**src/rtl/spi_pkg.sv**
```systemverilog
// Shared SPI definitions: mode encodings, FSM state type, default sizes and
// the CPOL/CPHA decode that maps raw SCLK edges onto sample/shift edges.
package spi_pkg;

  localparam logic [1:0] SPI_MODE0 = 2'b00;
  localparam logic [1:0] SPI_MODE1 = 2'b01;
  localparam logic [1:0] SPI_MODE2 = 2'b10;
  localparam logic [1:0] SPI_MODE3 = 2'b11;

  localparam int SPI_DEFAULT_WIDTH = 8;
  localparam int SPI_DEFAULT_DEPTH = 8;

  typedef enum logic {
    SPI_IDLE,
    SPI_ACTIVE
  } spi_state_t;

  // Returns {sample, shift}; the leading edge is the one leaving the idle level.
  function automatic logic [1:0] spi_edge_decode(input logic cpol, input logic cpha,
                                                 input logic rise, input logic fall);
    logic leading;
    logic trailing;
    leading  = cpol ? fall : rise;
    trailing = cpol ? rise : fall;
    return cpha ? {trailing, leading} : {leading, trailing};
  endfunction

endpackage

```
**src/rtl/spi_sync_edge.sv**
```systemverilog
// Multi-flop synchroniser for an asynchronous pin with rise/fall pulses
// derived from the synchronised level.
module spi_sync_edge #(
  parameter int   STAGES    = 2,
  parameter logic RESET_VAL = 1'b0
) (
  input  logic clk,
  input  logic rst_b,
  input  logic din,
  output logic rise,
  output logic fall
);

  logic [STAGES-1:0] chain;
  logic              prev;

  always_ff @(posedge clk or negedge rst_b) begin
    if (!rst_b) begin
      chain <= {STAGES{RESET_VAL}};
      prev  <= RESET_VAL;
    end else begin
      chain <= {chain[STAGES-2:0], din};
      prev  <= chain[STAGES-1];
    end
  end

  assign rise = chain[STAGES-1] & ~prev;
  assign fall = ~chain[STAGES-1] & prev;

endmodule

```
**src/rtl/spi_slave_sync.sv**
```systemverilog
// System-clocked SPI slave with word buffers in both directions.
// Optional macro SPI_SLAVE_SYNC_LOOPBACK_EN: a full transaction is echoed back on the next one.
module spi_slave_sync
  import spi_pkg::*;
#(
  parameter int WIDTH       = SPI_DEFAULT_WIDTH,
  parameter int DEPTH       = SPI_DEFAULT_DEPTH,
  parameter bit CPOL        = 1'b0,
  parameter bit CPHA        = 1'b0,
  parameter int SYNC_STAGES = 2
) (
  input  logic                     clk,
  input  logic                     rst_b,
  input  logic                     spi_cs_b,
  input  logic                     spi_sclk,
  input  logic                     spi_mosi,
  output logic                     spi_miso,
  output logic                     spi_miso_oe,
  input  logic                     tx_wr_en,
  input  logic [$clog2(DEPTH)-1:0] tx_wr_addr,
  input  logic [WIDTH-1:0]         tx_wr_data,
  input  logic [$clog2(DEPTH)-1:0] rx_rd_addr,
  output logic [WIDTH-1:0]         rx_rd_data,
  output logic                     busy,
  output logic                     done,
  output logic [$clog2(DEPTH):0]   rx_count,
  output logic                     overrun
);

  localparam int AW = $clog2(DEPTH);
  localparam int CW = AW + 1;
  localparam int BW = $clog2(WIDTH + 1);

  spi_state_t           state;
  logic                 sclk_rise, sclk_fall, cs_rise, cs_fall;
  logic                 sample_pulse, shift_pulse;
  logic [SYNC_STAGES-1:0] mosi_sync;
  logic                 mosi_s;
  logic [WIDTH-1:0]     tx_buf [DEPTH];
  logic [WIDTH-1:0]     rx_buf [DEPTH];
  logic [WIDTH-2:0]     rx_sr;
  logic [WIDTH-1:0]     rx_sr_next;
  logic [WIDTH-1:0]     tx_sr;
  logic [BW-1:0]        bit_cnt, out_cnt;
  logic [CW-1:0]        rx_word, tx_word, tx_next_word;
  logic [WIDTH-1:0]     tx_next_data;

  spi_sync_edge #(.STAGES(SYNC_STAGES), .RESET_VAL(CPOL)) u_sclk_sync (
    .clk(clk), .rst_b(rst_b), .din(spi_sclk), .rise(sclk_rise), .fall(sclk_fall)
  );

  spi_sync_edge #(.STAGES(SYNC_STAGES), .RESET_VAL(1'b1)) u_cs_sync (
    .clk(clk), .rst_b(rst_b), .din(spi_cs_b), .rise(cs_rise), .fall(cs_fall)
  );

  // MOSI goes through the same depth as SCLK so the sample sees the bit the edge framed.
  always_ff @(posedge clk or negedge rst_b) begin
    if (!rst_b) mosi_sync <= '0;
    else        mosi_sync <= {mosi_sync[SYNC_STAGES-2:0], spi_mosi};
  end

  assign mosi_s = mosi_sync[SYNC_STAGES-1];
  assign {sample_pulse, shift_pulse} = spi_edge_decode(CPOL, CPHA, sclk_rise, sclk_fall);

  always_comb begin
    tx_next_word = (tx_word == CW'(DEPTH)) ? tx_word : tx_word + 1'b1;
    tx_next_data = '0;
    if (tx_next_word < CW'(DEPTH)) tx_next_data = tx_buf[tx_next_word[AW-1:0]];
    rx_sr_next = {rx_sr, mosi_s};
  end

  always_ff @(posedge clk or negedge rst_b) begin
    if (!rst_b) begin
      state       <= SPI_IDLE;
      busy        <= 1'b0;
      done        <= 1'b0;
      rx_count    <= '0;
      overrun     <= 1'b0;
      spi_miso    <= 1'b0;
      spi_miso_oe <= 1'b0;
      bit_cnt     <= '0;
      out_cnt     <= '0;
      rx_word     <= '0;
      tx_word     <= '0;
      rx_sr       <= '0;
      tx_sr       <= '0;
      for (int i = 0; i < DEPTH; i++) begin
        tx_buf[i] <= '0;
        rx_buf[i] <= '0;
      end
    end else begin
      done <= 1'b0;
      if (tx_wr_en && state == SPI_IDLE) tx_buf[tx_wr_addr] <= tx_wr_data;
`ifdef SPI_SLAVE_SYNC_LOOPBACK_EN
      if (done && rx_count == CW'(DEPTH)) begin
        for (int i = 0; i < DEPTH; i++) tx_buf[i] <= rx_buf[i];
      end
`endif
      case (state)
        SPI_IDLE: begin
          if (cs_fall) begin
            state       <= SPI_ACTIVE;
            busy        <= 1'b1;
            overrun     <= 1'b0;
            bit_cnt     <= '0;
            rx_word     <= '0;
            tx_word     <= '0;
            rx_sr       <= '0;
            spi_miso_oe <= 1'b1;
            // With CPHA=1 the first leading edge is a shift edge and presents the MSB.
            if (CPHA) begin
              spi_miso <= 1'b0;
              tx_sr    <= tx_buf[0];
              out_cnt  <= '0;
            end else begin
              spi_miso <= tx_buf[0][WIDTH-1];
              tx_sr    <= tx_buf[0] << 1;
              out_cnt  <= BW'(1);
            end
          end
        end
        SPI_ACTIVE: begin
          if (cs_rise) begin
            state       <= SPI_IDLE;
            busy        <= 1'b0;
            done        <= 1'b1;
            rx_count    <= rx_word;
            spi_miso    <= 1'b0;
            spi_miso_oe <= 1'b0;
          end else begin
            if (sample_pulse) begin
              rx_sr <= rx_sr_next[WIDTH-2:0];
              if (rx_word == CW'(DEPTH)) overrun <= 1'b1;
              if (bit_cnt == BW'(WIDTH - 1)) begin
                bit_cnt <= '0;
                if (rx_word < CW'(DEPTH)) begin
                  rx_buf[rx_word[AW-1:0]] <= rx_sr_next;
                  rx_word <= rx_word + 1'b1;
                end
              end else begin
                bit_cnt <= bit_cnt + 1'b1;
              end
            end
            if (shift_pulse) begin
              if (out_cnt == BW'(WIDTH)) begin
                tx_word  <= tx_next_word;
                spi_miso <= tx_next_data[WIDTH-1];
                tx_sr    <= tx_next_data << 1;
                out_cnt  <= BW'(1);
              end else begin
                spi_miso <= tx_sr[WIDTH-1];
                tx_sr    <= tx_sr << 1;
                out_cnt  <= out_cnt + 1'b1;
              end
            end
          end
        end
        default: state <= SPI_IDLE;
      endcase
    end
  end

  always_ff @(posedge clk or negedge rst_b) begin
    if (!rst_b) rx_rd_data <= '0;
    else        rx_rd_data <= rx_buf[rx_rd_addr];
  end

endmodule

```
**config.mk**
```make
export PLATFORM = sky130hd
export DESIGN_NAME = spi_slave_sync
export DESIGN_NICKNAME = d
export VERILOG_FILES = /design/src/rtl/spi_pkg.sv /design/src/rtl/spi_sync_edge.sv /design/src/rtl/spi_slave_sync.sv
export SDC_FILE = /design/constraint.sdc
export NUM_CORES = 1
export LEC_CHECK = 0
export CAP_MARGIN = 40
export CORE_UTILIZATION = 40
export CTS_BUF_LIST = sky130_fd_sc_hd__clkbuf_8
export DETAILED_ROUTE_END_ITERATION = 10
export PLACE_DENSITY_LB_ADDON = 0.3
export SYNTH_ARGS = -nofsm -noshare
export SYNTH_HDL_FRONTEND = slang
export SYNTH_SLANG_ARGS = --single-unit
export TNS_END_PERCENT = 1
```
**constraint.sdc**
```tcl
create_clock -name clk -period 3.6 [get_ports clk]
set_input_delay 0.9 -clock clk [delete_from_list [all_inputs] [get_ports clk]]
set_output_delay 0.9 -clock clk [all_outputs]
set_load 0.01 [all_outputs]
```
* Yosys cells after proc, flatten, opt, wreduce, memory -nomap -nowiden
Index checks and enable logic that the tools add are counted.
** Word-level totals
- Output and inout bits :: 17
- Word-level logic and storage cells :: 146
- Register bits after elaboration :: 184
- Input bits :: 20
** Cells by class
- Eq/ne operators :: 14
- Reductions and logical operators :: 12
- Add/subtract/negate cells :: 4
- Bitwise gates (word level) :: 14
- Magnitude comparators :: 8
- Multiplexer cells :: 60
** Operators by type and width (count)
- $bwmux W64 :: 2
- $mux W8 :: 11
- $mux W4 :: 16
- $bmux W8 S3 :: 2
- $demux W8 S3 :: 2
- $pmux W4 S2 :: 4
- $mux W7 :: 3
- $add A4 B1 Y4 const B :: 4
- $ge A4 B4 Y1 const B :: 4
- $not A3 Y4 :: 4
- $pmux W8 S2 :: 1
- $mux W1 :: 14
- $ne A2 B1 Y1 const B :: 7
- $pmux W7 S2 :: 1
- $eq A4 B4 Y1 const B :: 3
- $reduce_and A5 Y1 :: 2
- $lt A4 B1 Y1 const B :: 2
- $lt A4 B4 Y1 const B :: 2
- $pmux W1 S2 :: 4
- $reduce_and A4 Y1 :: 2
- $not A1 Y1 :: 6
- $reduce_and A2 Y1 :: 3
- $reduce_and A3 Y1 :: 2
- $and A1 B1 Y1 :: 4
- 4 further kinds :: 7

* Depth between registers and ports, before layout
Gate-level depths: netlist (run 1).
- Word-level depth :: 11
- Gate-level depth with buffers :: 11

* Cells and area by module
From an unflattened synthesis (run 1), not the netlist that was laid out.
** Second synthesis, totals
- Cells, all modules :: 663
- Area, all modules :: 8678.3 µm²
** By module, submodules not included
- spi_slave_sync :: area each 8494.4 µm², cells an instance 653, seq. area each 4429.2 µm², instances 1
- spi_sync_edge at u_cs_sync :: area each 93.8 µm², cells an instance 5, seq. area each 78.8 µm², instances 1
- spi_sync_edge at u_sclk_sync :: area each 90.1 µm², cells an instance 5, seq. area each 75.1 µm², instances 1

* Least setup slack after synthesis (run 1)
No wires, ideal clock.
- Kind :: reg2reg
- From :: register tx_word[0]
- To :: register tx_sr[5]
- Arrival :: 2504 ps
- Path slack :: 974 ps
- Stages on the path, launching flop included :: 11
- Data required time :: 3478 ps
- Cells stage by stage :: dfrtp_1 > clkinv_1 > clkbuf_1 > ha_1 > and3b_1 > buf_2 > xnor2_2 > buf_2 > mux2i_1 > a2bb2oi_1 > a32o_1
** On the way
- Word-level cells in the longest chain between the ends :: 11
- Elaborated cells on any way between the ends :: 13
- Classes of those cells :: add/sub: 1; order compare: 1; eq/ne: 1; mux: 9; bitwise: 1
** RTL lines
- from (decl) :: RTL line spi_slave_sync.sv:45 : logic [CW-1:0] rx_word, tx_word, tx_next_word;
- from (signal assigned) :: RTL line spi_slave_sync.sv:146 : tx_word <= tx_next_word;
- $add A4 B1 Y4 or $eq A4 B4 Y1 (tied branches) :: RTL line spi_slave_sync.sv:66 : tx_next_word = (tx_word == CW'(DEPTH)) ? tx_word : tx_word + 1'b1;
- $mux W4 (*) :: RTL line spi_slave_sync.sv:66
- $not A3 Y4 (not written as such) :: RTL line spi_slave_sync.sv:68 : if (tx_next_word < CW'(DEPTH)) tx_next_data = tx_buf[tx_next_word[AW-1:0]];
- $bmux W8 S3 :: RTL line spi_slave_sync.sv:68
- $mux W8 (not written as such) (2 in series) :: RTL line spi_slave_sync.sv:68
- $mux W8 (*) :: RTL line spi_slave_sync.sv:68
- $mux W8 (*) :: RTL line spi_slave_sync.sv:145 : if (out_cnt == BW'(WIDTH)) begin
- $mux W8 (*) :: RTL line spi_slave_sync.sv:144 : if (shift_pulse) begin
- $mux W8 (*) :: RTL line spi_slave_sync.sv:123 : if (cs_rise) begin
- $pmux W8 S2 (*) :: RTL line spi_slave_sync.sv:99 : case (state)
- to (signal assigned) :: RTL line spi_slave_sync.sv:113 : tx_sr <= tx_buf[0];
- to (signal assigned) :: RTL line spi_slave_sync.sv:148 : tx_sr <= tx_next_data << 1;
- to (signal assigned) :: RTL line spi_slave_sync.sv:152 : tx_sr <= tx_sr << 1;
- to (decl) :: RTL line spi_slave_sync.sv:43 : logic [WIDTH-1:0] tx_sr;
Every way passes the cells marked *; elsewhere a longest branch is shown, timed or not. The select of a mux whose other input is x is not followed.
A chain may end at the register's enable or synchronous reset.

* Final worst setup path (run 1)
- From :: register bit_cnt[0]
- To :: register rx_buf[26] in the netlist's numbering
** On the way
- Word-level cells in the longest chain between the ends :: 2
** RTL lines
- from (decl) :: RTL line spi_slave_sync.sv:44 : logic [BW-1:0] bit_cnt, out_cnt;
- from (signal assigned) :: RTL line spi_slave_sync.sv:141 : bit_cnt <= bit_cnt + 1'b1;
- $eq A4 B3 Y1 :: RTL line spi_slave_sync.sv:134 : if (bit_cnt == BW'(WIDTH - 1)) begin
- $reduce_and A5 Y1 (no source line)
- to (signal, indexed assignment) :: RTL line spi_slave_sync.sv:137 : rx_buf[rx_word[AW-1:0]] <= rx_sr_next;
- to (decl) :: RTL line spi_slave_sync.sv:40 : logic [WIDTH-1:0] rx_buf [DEPTH];
Every way passes these cells.

==> flow_results.org, run 1 <==
** Placement
- DP Cell Count :: about 1000
- Placed wire-length estimate after detailed placement :: 13.28 mm
- Placement Cell Area :: 9323 sq um
- Routability-driven placement finished with a final weighted congestion of 0.8872.
- Input/output buffers :: 36

** Yosys
- In the synthesized netlist, the number of instances is about 690.
- Sequential fraction of the synthesis area :: 0.5309
- For this run, the leading register cell type out of synthesis is dfrtp_1.
- After synthesis the netlist holds a flip-flop and latch count of 183.
- Fraction of synthesized cell area taken by the top area cell type :: 0.5218
- Top cell types by occurrence after synthesis :: dfrtp_1, mux2_2, nand2_1
- Leading post-synthesis cells by cell area :: dfrtp_1, mux2_2, mux4_2
- Counting every net in the synthesized netlist gives 714.
- After synthesis the cells add up to 8632 sq um.
- Asr flop ratio synth :: 1.000
- Post-synth EDFFs :: 0
- Post-Synthesis Mean Instance Area :: 12.56 sq um
- The number of different library cells used by synthesis comes to 67.
- The Yosys step of the flow raised 0 warnings.
- Post-synthesis cell type with the largest combined area :: dfrtp_1
- Yosys instantiated no cell more often than dfrtp_1.

** Cells and area
- At the end of the flow the core is filled with cells to 0.4596.
- Share of layout cells above drive strength 1 :: 0.2984
- The count of cells in the finished layout, fillers not included, comes to 1009.
- Design area :: 9692 sq um
- In the final design database the tool counted 749 nets.
- The repair_antennas step left the layout with diodes totalling 0.
- Area growth from synthesis to layout :: 12.28%

** Drt
- Total iterations of the first detailed-routing run :: 4
- Avg WL per Cell :: 19.40 um
- Number of DRC markers in iteration 0 :: 377
- Count of vias placed by the detailed router :: 5747
- For this block, the routed nets add up to 19.58 mm of wire.
- Once detail routing completed, the nets flagged for antenna violations numbered 0.
- Via-per-instance ratio :: 5.696
- In the routed design, unresolved DRC markers number 0.

** Setup path
- Counting cells, the worst reg-to-reg path comes to 6.
- Signal arrival time at the worst endpoint :: between 2 and 3 ns
- Critical path startpoint category :: register
- Category of the worst setup path capture point :: register
- Top fanout value on the critical path :: 8
- Data required time at the worst endpoint :: between 3 and 4 ns
- The setup path with the least slack is of type register to register.

** Clock tree
- CTS sink cnt :: 183
- Register clock-pin slew on the reported worst setup and hold paths :: 0.09 ns
- Buffer levels on the longest clock path :: 2
- Cts hold-fix bufs :: 0
- TritonCTS clock tree :: done
- At the later pin of the worst-skew pair, clock insertion delay measures 0.47 ns.
- # resized after CTS :: 0
- Number of clock buffers inserted by TritonCTS :: 17
- Number of setup buffers added after CTS :: 0
- The cell sitting at the root of the clock tree is a clkbuf_8.
- In this run the number of H-tree levels came out at 4.

** Power
- Total power for the finished layout comes to 5705 uW.
- Of the total power, combinational logic draws 0.312.
- Internal power comes to 3678 uW.
- Summed over all cells, the static leakage comes to 0.004295 uW.
- Of the total power, the share spent switching nets is 0.3553.
- The worst-case IR drop observed on VDD is 0.0002504 V.
- Of the total power, registers draw 0.457.
- Total power divided by cell area :: 588.6 nW/um^2
- Net switching power :: just over 2000 uW
- The share of total power dissipated in the clock network is 0.231.

** Timing
- The number of max-slew violations in the final report is 0.
- Final sum of negative setup slack :: 0 ns
- Share of the cycle needed by the critical path after routing :: 0.7317
- RSZ-0062 raised after global routing :: false
- Setup violations remaining at the end of the flow were counted as 0.
- In this run the tightest slew margin relative to its limit is 0.4451.
- Clock skew after layout :: 0.01353 ns
- Shortest period the worst path allows :: 2.634 ns
- The count of final hold-check violations was 0.
- Worst Max-Slew Pin Slew :: 0.8293 ns
- Highest clock rate :: 379.6 MHz

** Outcome
- The run finished with clean final reports.

** Floorplanning
- The die is 148.9 um wide.
- The die covers 22170 sq um.
- Die H :: 148.9 um
- For this configuration, the core starts out at a cell density of 0.4093.
- The core region is 21090 sq um.
- Placement Rows :: 53
- 37 I/O pins were placed.

** Min path
- Class of the most critical hold timing path :: register to register
- Counting instances, the worst hold path has a depth of 0.

** GRT
- The via count of the first global-routing pass is 5894.
- GRT Resource Usage Total :: 0.1903
- Overflow after GRT :: 0
- Antenna violations before repair :: 0
- Pin count of the biggest net entering global routing :: 83
- Global-route wire length before repair :: 32.33 mm

** Job
- The tool flagged a number of max-cap violations equal to 0.
[state kept, by name, indices dropped and copies added (netlist names), 2 cells and up]
register           cells
rx_buf                64
tx_buf                64
rx_rd_data             8
rx_sr                  7
tx_sr                  7
bit_cnt                4
out_cnt                4
rx_count               4
rx_word                4
tx_word                4
mosi_sync              2
u_cs_sync.chain        2
u_sclk_sync.chain      2
[worst max-delay path, stage by stage, from the launching register on]
cell       delay (ns)
dfrtp_1          0.41
ha_1             0.27
nand4bb_1        0.20
nor4_4           0.43
nand2_2          0.22
nor3b_4          0.58
mux2_2           0.40
[power by group through the flow]
stage                     Sequential [uW]  Clock (uW)  Combinational (uW)
after floorplan                      2550           0                1280
after global placement               2620           0                1710
after detailed placement             2640           0                1750
after CTS                            2600        1360                1760
after global routing                 2650        1440                1940
final                                2610        1320                1780
[metal layers]
layer  track usage  wire [um]
met1        0.2708       9280
met2        0.2902       9049
met3       0.03853        924
met4       0.06173        320
met5             0          0
[stage by stage]
step | setup WS [ns] | hold WS [ns]
2_1_floorplan | 0.9740 | 0.3312
3_3_place_gp | 0.8004 | 0.3361
3_5_place_dp | 0.7018 | 0.3356
4_1_cts | 0.9758 | 0.3551
5_1_grt | 0.8000 | 0.3613
6_report | 0.9658 | 0.3520
[cells by family (layout without fill, tap and decap cells)]
kind of cell             Yosys count  count (layout)  share of synthesized area
flip-flops                       183             183                     0.5309
XOR/XNOR                           4               4                   0.004929
adder cells (fa/ha/maj)            7               7                    0.01015
multiplexers                     174             174                     0.2454
AND/OR/NAND/NOR                  179             179                     0.1090
buffers and inverters             50              97                    0.02493
AO/OA/AOI/OAI                     90              90                    0.07465
[cells in the final DEF (no fill, tap or decap), types with 17 or more instances in the layout]
master,n
buf_4,19
nor2_1,17
a21oi_1,17
dfrtp_1,180
mux2i_1,17
clkdlybuf4s50_1,35
mux2_2,133
clkbuf_8,18
nand3_1,34
nand2_1,69
[final timing paths]
kind / endpoint / start / slack (ns)
worst max-delay path: rx_buf[26] / bit_cnt[0] / 0.97
worst min-delay path: u_sclk_sync.chain[1] / u_sclk_sync.chain[0] / 0.35
worst max register to register: rx_buf[26] / bit_cnt[0] / 0.97
worst min register to register: u_sclk_sync.chain[1] / u_sclk_sync.chain[0] / 0.35
max in group asynchronous: u_cs_sync.chain[1] / rst_b / 2.21
min in group asynchronous: tx_word[0] / rst_b / 0.50
[cell type report]
class | count | area [sq um]
clock buffer | 18 | 247.7
multi-input combinational | 454 | 3834
timing repair buffer | 56 | 524.3
sequential | 183 | 4583
fill | 1904 | 11400
inverter | 10 | 37.54
clock inverter | 13 | 121.4
tap | 275 | 344.1
(Power assumes the default switching activity.)
==> inputs of run 2 (changes only) <==
Clock period 3.6 ns to 2.75 ns, I/O delays scaled along.
==> flow_results.org, run 2 (synthesis gave the netlist of run 1 again) <==
** Outcome
- Result of the run :: finished clean

** Setup path
- The biggest cell delay along the critical path is 0.57 ns (about the same).
- Chain of cells forming the critical path :: clkinv_1 -> ha_1 -> and3b_1 -> xnor2_2 -> buf_4 -> mux2i_1 -> a2bb2oi_1 -> a32o_1
- Classification of the worst setup path :: register to register
- The largest individual stage delay along the critical path comes from the cell xnor2_2.
- Top fanout value on the critical path :: 11 (+3)
- The reg-to-reg setup timing slack is 0.23 ns (-0.73 ns).
- Data required time at the worst endpoint :: 3.12 ns (-0.83 ns)
- The worst setup path is launched from a register.
- Category of the worst setup path capture point :: register
- The data arrival time of the worst path was 2.88 ns (-0.10 ns).

** Cells and area
- In the layout the commonest cells are dfrtp_1, mux2_2, nand2_1.
- Share of layout cells above drive strength 1 :: 0.3169 (+0.01855)
- Non-filler cells in the finished layout :: 1026 (+1.7%)
- Most common cell after layout, fill and taps aside :: dfrtp_1
- ANT cells :: 0 (unchanged)
- The total number of nets in the final design was 765 (+2.1%).
- The largest registers in the layout are rx_buf (64), tx_buf (64), rx_rd_data (8).
- Area growth from synthesis to layout :: 14.63%

** Job
- The max-capacitance violation count is 0 (unchanged).

** Clock tree
- The number of buffers inserted during clock tree synthesis came to 17 (unchanged).
- The total setup buffers inserted after CTS is 0 (unchanged).
- The number of levels in the clock H-tree was 4 (unchanged).
- Cts hold-fix bufs :: 0 (unchanged)
- The number of cells upsized or downsized after cts was 0 (unchanged).
- TritonCTS built the clock tree.
- The cell sitting at the root of the clock tree is a clkbuf_8.
- The clock network latency to the later pin of the worst-skew pair came to 0.48 ns (about the same).
- Buffer levels on the longest clock path :: 2 (unchanged)
- CTS sink cnt :: 183 (unchanged)
- The clock input transition at the sequential cells of the worst setup and hold paths was 0.11 ns (+0.02 ns).

** Placement
- The final weighted congestion of routability-driven global placement was 0.8997 (+1.4%).
- Placed wire-length estimate after detailed placement :: 13.96 mm (+5.1%)
- The cell count after placement is 994 (+1.6%).
- The placement-stage worst setup slack is 0.2307 ns (-0.4711 ns).
- The number of input and output port buffers inserted was 36 (unchanged).

** GRT
- GRT Resource Usage Total :: 0.1999 (+0.009536)
- Pin count of the biggest net entering global routing :: 55 (-34%)
- The via count of the first global-routing pass was 6032 (+2.3%).
- The wire length of the first global-routing pass came to 33.61 mm (+4.0%).
- The residual overflow from global routing is 0 (unchanged).
- Antenna violations before repair :: 0 (unchanged)

** Power
- Cell leakage power :: 0.004415 uW (+2.8%)
- Total Power Consumption :: 7691 uW (+35%)
- Largest vdd supply drop :: 0.0004759 V (+90%)
- Total power divided by cell area :: 777.3 nW/um^2 (+32%)

** Drt
- Total iterations of the first detailed-routing run :: 5 (+1)
- The total routed wirelength was 20.73 mm (+5.9%).
- The count of unresolved DRC violations after routing came to 0 (unchanged).
- The count of vias placed by the detailed router is 5829 (+1.4%).
- Avg WL per Cell :: 20.20 um (+4.1%)
- The post-route antenna net violation count was 0 (unchanged).
- The number of DRC markers in iteration 0 was 406 (+7.7%).
- The per-cell via count in the routed design was 5.681 (-0.25%).

** Floorplanning
- The area enclosed by the die boundary is 22170 sq um (unchanged).
- Die H :: 148.9 um (unchanged)
- Core Area :: 21090 sq um (unchanged)
- The die width came to 148.9 um (unchanged).
- Placement Rows :: 53 (unchanged)
- Initial standard-cell utilization of the core :: 0.4093 (unchanged)
- The I/O pin count came to 37 (unchanged).

** Timing
- The slew of the pin with the lowest slew margin was 0.6744 ns (-0.1550 ns).
- Share of the cycle needed by the critical path after routing :: 0.9159 (+0.1841)
- Shortest period the worst path allows :: 2.519 ns (-0.1156 ns)
- Number of pins with negative max-slew slack in the final report :: 0 (unchanged)
- Highest clock rate :: 397.0 MHz (+4.6%)
- Clock skew after layout :: 0.01812 ns (+0.004588 ns)
- Number of hold violations in the final report :: 0 (unchanged)
- RSZ-0062 raised after global routing :: false
- Final Worst Setup Slack :: 0.2314 ns (-0.7344 ns)
- The max-slew headroom at the worst pin came to 0.5482 (+0.1031).
- Final setup vio count :: 0 (unchanged)
- Worst hold slack after final layout :: 0.1754 ns (-0.1766 ns)
- The setup TNS after final layout is 0 ns (unchanged).

** Min path
- In this run the worst hold path is classified as primary input to asynchronous set/reset pin.
==> run 2: cell types whose count changed in the layout (fill, tap and decap cells not counted), moves of 2 or more <==
cell / delta
buf_12: +2
buf_4: +14
clkinv_8: +4
clkinvlp_4: -2
inv_8: +2
==> run 2: final cells by class <==
cell class              count  area (sq um)
clock buffers              17         234.0
fillers                  1869         11190
clock inverters            15         185.2
repair buffers             72         669.4
multi-input cells         454          3841
well taps                 275         344.1
inverters                  10         37.54
flip-flops and latches    183          4583
==> run 2: final timing paths <==
path                                            from              endpoint  depth (start not counted)
worst max-delay path                      tx_word[0]              tx_sr[4]                          8
worst min-delay path                           rst_b  u_sclk_sync.chain[1]                          1
worst max register to register            tx_word[0]              tx_sr[4]                          8
worst min register to register  u_sclk_sync.chain[0]  u_sclk_sync.chain[1]                          0
max in group asynchronous                      rst_b            rx_buf[27]                          2
min in group clk                u_sclk_sync.chain[0]  u_sclk_sync.chain[1]                          0
==> run 2: per-layer routing <==
metal,vias up,track usage,part of all wire
li1,2631,-,-
met1,3002,0.2778,0.47
met2,162,0.3091,0.47
met3,34,0.03761,0.042
met4,0,0.07704,0.024
met5,-,0,0
==> run 2: through the flow <==
stage	cell area (sq um)	utilization
after floorplan	8632	-
after global placement	9468	0.4490
after detailed placement	9468	0.4490
after CTS	9887	0.4689
after global routing	9894	0.4692
final	9894	0.4692
==> run 2: critical path, delay by kind of cell, from the launching register on <==
kind | cells | cell delay (ns)
buf+inv | 2 | 0.37
flops | 1 | 0.37
compound gates | 2 | 0.35
simple gates | 1 | 0.29
fa+ha+maj | 1 | 0.23
mux | 1 | 0.23
xor+xnor | 1 | 0.57
==> run 2: where the power goes <==
part	internal, uW	switching (uW)
combinational	1020	1340
sequential	3080	343
clock	774	1130
total	4880	2810
